==> config.mk <==
export PLATFORM = sky130hd
export DESIGN_NAME = risc16_seq_alu
export DESIGN_NICKNAME = d
export VERILOG_FILES = /design/src/rtl/risc16_seq_alu.sv
export SDC_FILE = /design/constraint.sdc
export NUM_CORES = 1
export LEC_CHECK = 0
export BUFFER_PORTS_ARGS = -buffer_cell sky130_fd_sc_hd__buf_4
export CAP_MARGIN = 30
export CORE_ASPECT_RATIO = 0.8
export CORE_UTILIZATION = 45
export DETAILED_ROUTE_END_ITERATION = 16
export GPL_ROUTABILITY_DRIVEN = 0
export PLACE_DENSITY = 0.65
export SETUP_SLACK_MARGIN = 0.1
export SLEW_MARGIN = 20
export SYNTH_ARGS = -nofsm -noshare
export SYNTH_HDL_FRONTEND = slang
export SYNTH_SLANG_ARGS = --single-unit
==> constraint.sdc <==
create_clock -name clk -period 2.5 [get_ports clk]
set_input_delay 0.375 -clock clk [delete_from_list [all_inputs] [get_ports clk]]
set_output_delay 0.375 -clock clk [all_outputs]
set_load 0.05 [all_outputs]
==> src/rtl/risc16_seq_alu.sv <==
// Registered, handshaked RiSC-16 ALU with iterative shift-add MUL.
// Define RISC16_ALU_MULH_EN to expose the MUL high word on result_hi.
module risc16_seq_alu #(
    parameter int WORD_LENGTH = 16,
    parameter int FUNCT_LEN   = 3,
    parameter int CNT_LEN     = 5
) (
    input  logic                   clk,
    input  logic                   rst,
    input  logic                   in_valid,
    output logic                   in_ready,
    input  logic [WORD_LENGTH-1:0] src1,
    input  logic [WORD_LENGTH-1:0] src2,
    input  logic [FUNCT_LEN-1:0]   funct,
    output logic                   out_valid,
    input  logic                   out_ready,
    output logic [WORD_LENGTH-1:0] result,
    output logic [WORD_LENGTH-1:0] result_hi,
    output logic                   state,
    output logic                   busy
);

    localparam int W = WORD_LENGTH;
    localparam logic [FUNCT_LEN-1:0] F_ADD  = FUNCT_LEN'(0);
    localparam logic [FUNCT_LEN-1:0] F_NAND = FUNCT_LEN'(1);
    localparam logic [FUNCT_LEN-1:0] F_PAS1 = FUNCT_LEN'(2);
    localparam logic [FUNCT_LEN-1:0] F_PAS2 = FUNCT_LEN'(3);
    localparam logic [FUNCT_LEN-1:0] F_EQ   = FUNCT_LEN'(4);
    localparam logic [FUNCT_LEN-1:0] F_MUL  = FUNCT_LEN'(5);
    localparam logic [FUNCT_LEN-1:0] F_SHL1 = FUNCT_LEN'(6);
`ifdef RISC16_ALU_MULH_EN
    localparam int ACC_W = 2 * W;
`else
    localparam int ACC_W = W + 1;
`endif

    typedef enum logic [1:0] {IDLE, BUSY, DONE} fsm_t;
    fsm_t fsm_q, fsm_d;

    logic [W-1:0]       mcand_q, mplier_q, mplier_step, prod_lo, result_q;
    logic [ACC_W-1:0]   acc_q, acc_step;
    logic [CNT_LEN-1:0] cnt_q;
    logic [W-1:0]       op_res;
    logic               op_flag, flag_q, last;
    logic [W:0]         psum;

    assign last   = (cnt_q == CNT_LEN'(W - 1));
    assign result = result_q;
    assign state  = flag_q;

    always_comb begin
        op_res  = '0;
        op_flag = 1'b0;
        case (funct)
            F_ADD:   {op_flag, op_res} = {1'b0, src1} + {1'b0, src2};
            F_NAND:  op_res = ~(src1 & src2);
            F_PAS1:  op_res = src1;
            F_PAS2:  op_res = src2;
            F_EQ:    op_flag = (src1 == src2);
            F_SHL1: begin
                op_res  = {src1[W-2:0], 1'b0};
                op_flag = src1[W-1];
            end
            default: ;
        endcase
    end

`ifdef RISC16_ALU_MULH_EN
    logic [W-1:0] hi_q, prod_hi;
    assign result_hi = hi_q;

    always_comb begin
        psum        = {1'b0, acc_q[ACC_W-1:W]} + (mplier_q[0] ? {1'b0, mcand_q} : '0);
        acc_step    = {psum, acc_q[W-1:1]};
        mplier_step = mplier_q >> 1;
        prod_lo     = acc_step[W-1:0];
        prod_hi     = acc_step[ACC_W-1:W];
    end
`else
    assign result_hi = '0;

    // Narrow accumulator holds only the running high part; product low bits
    // shift into the vacated top of the multiplier register.
    always_comb begin
        psum        = acc_q + (mplier_q[0] ? {1'b0, mcand_q} : '0);
        acc_step    = {1'b0, psum[W:1]};
        mplier_step = {psum[0], mplier_q[W-1:1]};
        prod_lo     = mplier_step;
    end
`endif

    always_ff @(posedge clk) begin
        if (rst) fsm_q <= IDLE;
        else     fsm_q <= fsm_d;
    end

    always_comb begin
        fsm_d     = fsm_q;
        in_ready  = 1'b0;
        out_valid = 1'b0;
        busy      = 1'b0;
        case (fsm_q)
            IDLE: begin
                in_ready = 1'b1;
                if (in_valid) fsm_d = (funct == F_MUL) ? BUSY : DONE;
            end
            BUSY: begin
                busy = 1'b1;
                if (last) fsm_d = DONE;
            end
            DONE: begin
                out_valid = 1'b1;
                if (out_ready) fsm_d = IDLE;
            end
            default: fsm_d = IDLE;
        endcase
    end

    always_ff @(posedge clk) begin
        if (rst) begin
            mcand_q  <= '0;
            mplier_q <= '0;
            acc_q    <= '0;
            cnt_q    <= '0;
            result_q <= '0;
            flag_q   <= 1'b0;
`ifdef RISC16_ALU_MULH_EN
            hi_q     <= '0;
`endif
        end else begin
            case (fsm_q)
                IDLE: if (in_valid) begin
`ifdef RISC16_ALU_MULH_EN
                    hi_q <= '0;
`endif
                    if (funct == F_MUL) begin
                        mcand_q  <= src1;
                        mplier_q <= src2;
                        acc_q    <= '0;
                        cnt_q    <= '0;
                        flag_q   <= 1'b0;
                    end else begin
                        result_q <= op_res;
                        flag_q   <= op_flag;
                    end
                end
                BUSY: begin
                    acc_q    <= acc_step;
                    mplier_q <= mplier_step;
                    cnt_q    <= cnt_q + 1'b1;
                    if (last) begin
                        result_q <= prod_lo;
`ifdef RISC16_ALU_MULH_EN
                        hi_q     <= prod_hi;
`endif
                    end
                end
                default: ;
            endcase
        end
    end

endmodule

**Word level (Yosys, flattened, before mapping)**

Index checks and enable logic that the tools add are counted.

- Register bits: 73
- Input port bits: 39
- Word-level logic and storage cells: 60

- $add $sub $neg: 3
- Eq/ne operators: 15
- Mux-type cells: 25
- Bitwise logic cells: 2
- Reduce and logical (&&, ||, !) cells: 8

Operators with widths:

| cell | number |
|---|---|
| two-way mux 16 bit | 6 |
| one-hot mux 16 bit (5 select lines) | 1 |
| one-hot mux 16 bit (2 select lines) | 2 |
| two-way mux 17 bit | 2 |
| one-hot mux 17 bit (2 select lines) | 1 |
| adder 16 x 16 -> 17 bit | 1 |
| adder 17 x 16 -> 17 bit | 1 |
| bitwise AND 16 bit | 1 |
| == test 16 bit | 1 |
| NOT 16 bit | 1 |
| two-way mux 5 bit | 2 |
| != test 2 bit (second input constant) | 5 |
| one-hot mux 5 bit (2 select lines) | 1 |
| == test 3 bit (second input constant) | 3 |
| AND reduction 3 bit | 3 |
| two-way mux 2 bit | 4 |
| == test 3 x 2 -> 1 bit (second input constant) | 2 |
| one-hot mux 2 bit (3 select lines) | 1 |
| adder 5 x 1 -> 5 bit (second input constant) | 1 |
| == test 5 x 4 -> 1 bit (second input constant) | 1 |
| two-way mux 1 bit | 4 |
| AND reduction 4 bit | 1 |
| == test 3 x 1 -> 1 bit (second input constant) | 1 |
| zero test 3 bit | 1 |
| other kinds (6) | 6 |

**Logic depth before layout (Yosys ltp)**

- Depth after elaboration: 6
- Gate-level depth with buffers: 11
- Mapped depth without buffers: 11

**Worst setup path after synthesis**

No wires, ideal clock.

- Path kind: register to register
- Start: register mplier_q[0]
- End: register acc_q[12]
- Setup time: 0.075 ns
- Arrival time: 2.161 ns
- Data required time: 2.425 ns
- Setup slack: 0.264 ns
- Stages on the path, launching flop included: 11
- Path buffers: 1
- Period minus slack after synthesis: 2.236 ns
- Path through: dfxtp_1 -> clkbuf_1 -> and2_1 -> ha_1 -> nand2_1 -> or3_1 -> o211a_1 -> o21ai_0 -> mux2i_1 -> nand2_1 -> o21ai_0

- Longest elaborated chain between the ends: 3

RTL lines:

| what | RTL line | text |
|---|---|---|
| start: declaration | 40 | `logic [W-1:0] mcand_q, mplier_q, mplier_step, prod_lo, result_q;` |
| start signal: assignment | 138 | `mplier_q <= src2;` |
| start signal: assignment | 149 | `mplier_q <= mplier_step;` |
| two-way mux 16 bit | 85 | `psum = acc_q + (mplier_q[0] ? {1'b0, mcand_q} : '0);` |
| adder 17 x 16 -> 17 bit | 85 |  |
| one-hot mux 17 bit (2 select lines) | 131 | `case (fsm_q)` |
| end signal: assignment | 148 | `acc_q <= acc_step;` |
| end: declaration | 41 | `logic [ACC_W-1:0] acc_q, acc_step;` |

Every way passes these cells.
A chain may end at the register's enable or synchronous reset.

**Worst setup path after layout**

- Start: register mplier_q[0]
- End: register acc_q[11]

Same word-level chain as after synthesis.

==> flow_metrics.py <==
metrics = {
    "drt": {
        "wl_microns": 15680,
        "wl_per_cell_microns": 18.36,
        "drt_first_iter_violations": 504,
        "dr.pass1.iters": 6,
        "vias_per_cell": 6.075,
        "vias": 5188,
        "ant_nets": 0,
        "drc": 0,
    },
    "placed_design": {
        "hpwl_microns": 11040,
        "placed_cells": 836,
        "dpl_cell_area_sq_um": 5662,
        "io_buffers": 58,
        "pre_cts_ws_ps": 43.86,
    },
    "clock_network": {
        "cts_root_buf": "clkbuf_16",
        "clk_latency_ps": 350,
        "cts.sink_count": 72,
        "cts_buffers": 9,
        "clockBufferDepth": 2,
        "path_clk_slew_ps": 60,
        "htreeDepth": 3,
        "hold_buffers": 0,
        "cts_tree": "done",
    },
    "logic_synthesis": {
        "synthTopCellsByCount": "nand2_1 (84), dfxtp_1 (72), nor2_1 (65)",
        "synth.most_common_cell": "nand2_1",
        "ys_warn_count": 0,
        "synth_largest_area_cell": "dfxtp_1",
        "synth_ff_type": "dfxtp_1",
        "ys_ff_latch": 72,
        "synth_area_leaders": "dfxtp_1 (28%), ha_1 (8.4%), nand2_1 (6.2%)",
        "yosysUniqueCellTypes": 68,
        "async_reset_ff_share_pct": 0,
        "synth-seq-area-share_pct": 28.42,
        "synth_enable_flop_cells": 0,
        "syn_inst": 646,
        "syn_area_sq_um": 5071,
        "synth_top_area_share_pct": 28.42,
        "avgSynthCellArea_sq_um": 7.850,
    },
    "floorplanning": {
        "io_pins": 75,
        "start_util_pct": 46.38,
        "die_area_sq_um": 11700,
        "die_h_microns": 96.95,
        "core_area_sq_um": 10930,
        "num_rows": 34,
        "die_w_microns": 120.7,
    },
    "timing": {
        "finalCritPeriodShare_pct": 94.96,
        "timing.slew.headroom_pct": 57.35,
        "max_freq_mhz": 421.2,
        "fin_crit_ps": 2374,
        "setup_viol": 0,
        "worst_pin_slew_ps": 637.4,
        "tns_ps": 0,
        "rsz0062_at_grt": "yes",
        "final_hold_viol_count": 0,
        "setup_ws_ps": 125.9,
        "clock_skew_ps": 9.309,
        "report.final.slew_viol_count": 0,
    },
    "worst_setup_path": {
        "crit_chain": "and2_1 > ha_2 > inv_1 > fa_1 > nand2b_1 > a21oi_2 > o21ai_2 > a31oi_1 > a21oi_1 > xnor2_1 > a22o_1",
        "reg2regPathDepth": 11,
        "critPathTopFamily": "compound AO/OA/AOI/OAI gates",
        "cp_slowest_stage_delay_ps": 390,
        "worst_ep_required_time_ps": 2740,
        "worst-path-buf-inv": 1,
        "crit_path_end_kind": "flop",
        "critPathSlowestCell": "fa_1",
        "critPathArrivalTime_ps": 2610,
        "startpoint_type": "flop",
        "path_depth": 11,
        "path_class": "flop to flop",
        "crit_fanout": 3,
    },
    "layout": {
        "diodes": 0,
        "drive_above_1_share_pct": 19.72,
        "n_fill_cell": 1006,
        "fin_nets": 781,
        "final_cells": 854,
        "fin_area_sq_um": 6101,
        "post-route-util_pct": 55.80,
        "area_growth_pct": 20.31,
    },
    "global_route": {
        "antenna_found_initial": 0,
        "grt_overflow": 0,
        "gr-usage-all-layers_pct": 27.35,
        "grt_pass1_wl_microns": 25150,
        "grt_start_max_net_pins": 44,
        "grt_pass1_vias": 4842,
    },
    "power": {
        "ir_worst_vdd_v": 0.0002873,
        "p_leak_uw": 0.002483,
        "power_density_nw_per_um2": 541.1,
    },
    "min_path": {
        "hold_depth": 3,
        "worstHoldPathType": "input pin to flop",
    },
    "run": {
        "maxCapViolCount": 0,
    },
    "status": {
        "status": "finished clean",
    },
}
metal layers:
metal | global-route usage (%) | vias up | routed length, microns
met5 | 0 | - | 0
met2 | 40.50 | 256 | 6910
met3 | 5.366 | 30 | 1273
li1 | - | 2444 | -
met4 | 10.54 | 0 | 344
met1 | 38.83 | 2458 | 7150
worst reg2reg max path: stages, from the launching register on:
cell	delay, ps
dfxtp_2	350
and2_1	130
ha_2	210
inv_1	70
fa_1	390
nand2b_1	210
a21oi_2	240
o21ai_2	100
a31oi_1	170
a21oi_1	100
xnor2_1	130
a22o_1	170
final cells by class:
cell class / count / area (sq um) / area share (%)
clock buffers: 12 / 246.5 / 4.040
clock inverters: 3 / 42.54 / 0.6973
inverters: 16 / 60.06 / 0.9844
multi-input cells: 519 / 3436 / 56.32
flip-flops and latches: 72 / 1443 / 23.65
well taps: 144 / 180.2 / 2.953
repair buffers: 88 / 693.2 / 11.36
metrics by stage:
step | power [uW] | hold WS, ps
floorplan | 1773 | 429.1
global placement | 1993 | 443.4
detailed placement | 1999 | 446.0
CTS | 3291 | 308.3
global route | 3422 | 316.4
finish | 3301 | 310.2
cells in the final DEF (no fill, tap or decap), types with 9 or more instances in the layout:
cell,count
buf_4,85
nand2_1,83
dfxtp_1,71
nor2_1,65
a21oi_1,47
o21ai_0,42
ha_1,27
a22oi_1,17
o211ai_1,16
conb_1,16
inv_1,15
a222oi_1,15
xnor2_1,15
and2_1,11
xor2_1,11
nand2b_1,10
a22o_1,9
a311oi_1,9
clkbuf_16,9
sequential cells by signal, indices dropped and copies added, names as in the netlist:
signal    count
acc_q        16
cnt_q         5
fsm_q         2
mcand_q      16
mplier_q     16
result       16
state         1
where the power goes:
| part | leakage [uW] | internal, uW | switching, uW | total (uW) |
|---|---|---|---|---|
| Clock | 0.000139 | 794 | 511 | 1300 |
| Sequential | 0.000584 | 1180 | 25.8 | 1210 |
| Combinational | 0.00176 | 283 | 503 | 786 |
| Total | 0.00248 | 2260 | 1040 | 3300 |
final timing paths:
| check | from | to | slack [ps] |
|---|---|---|---|
| min reg2reg | mcand_q[12] | mcand_q[12] | 450 |
| max reg2reg | mplier_q[0] | acc_q[11] | 130 |
| max | mplier_q[0] | acc_q[11] | 130 |
| min | src2[7] | mplier_q[7] | 310 |
kinds of logic after synthesis:
group,after synthesis,synth area share (%)
AND/OR/NAND/NOR,221,19.96
other,1,0.07395
XOR/XNOR,26,4.491
adder cells (fa/ha/maj),36,9.178
flip-flops,72,28.42
multiplexers,5,1.505
AO/OA/AOI/OAI,215,29.09
buffers and inverters,70,7.278
what timing repair did:
item,4_1_cts,5_1_grt
setup buffers,0,3
pin swaps,1,10
setup endpoints to repair,4,9
resized for setup,3,20
(Power assumes the default switching activity.)
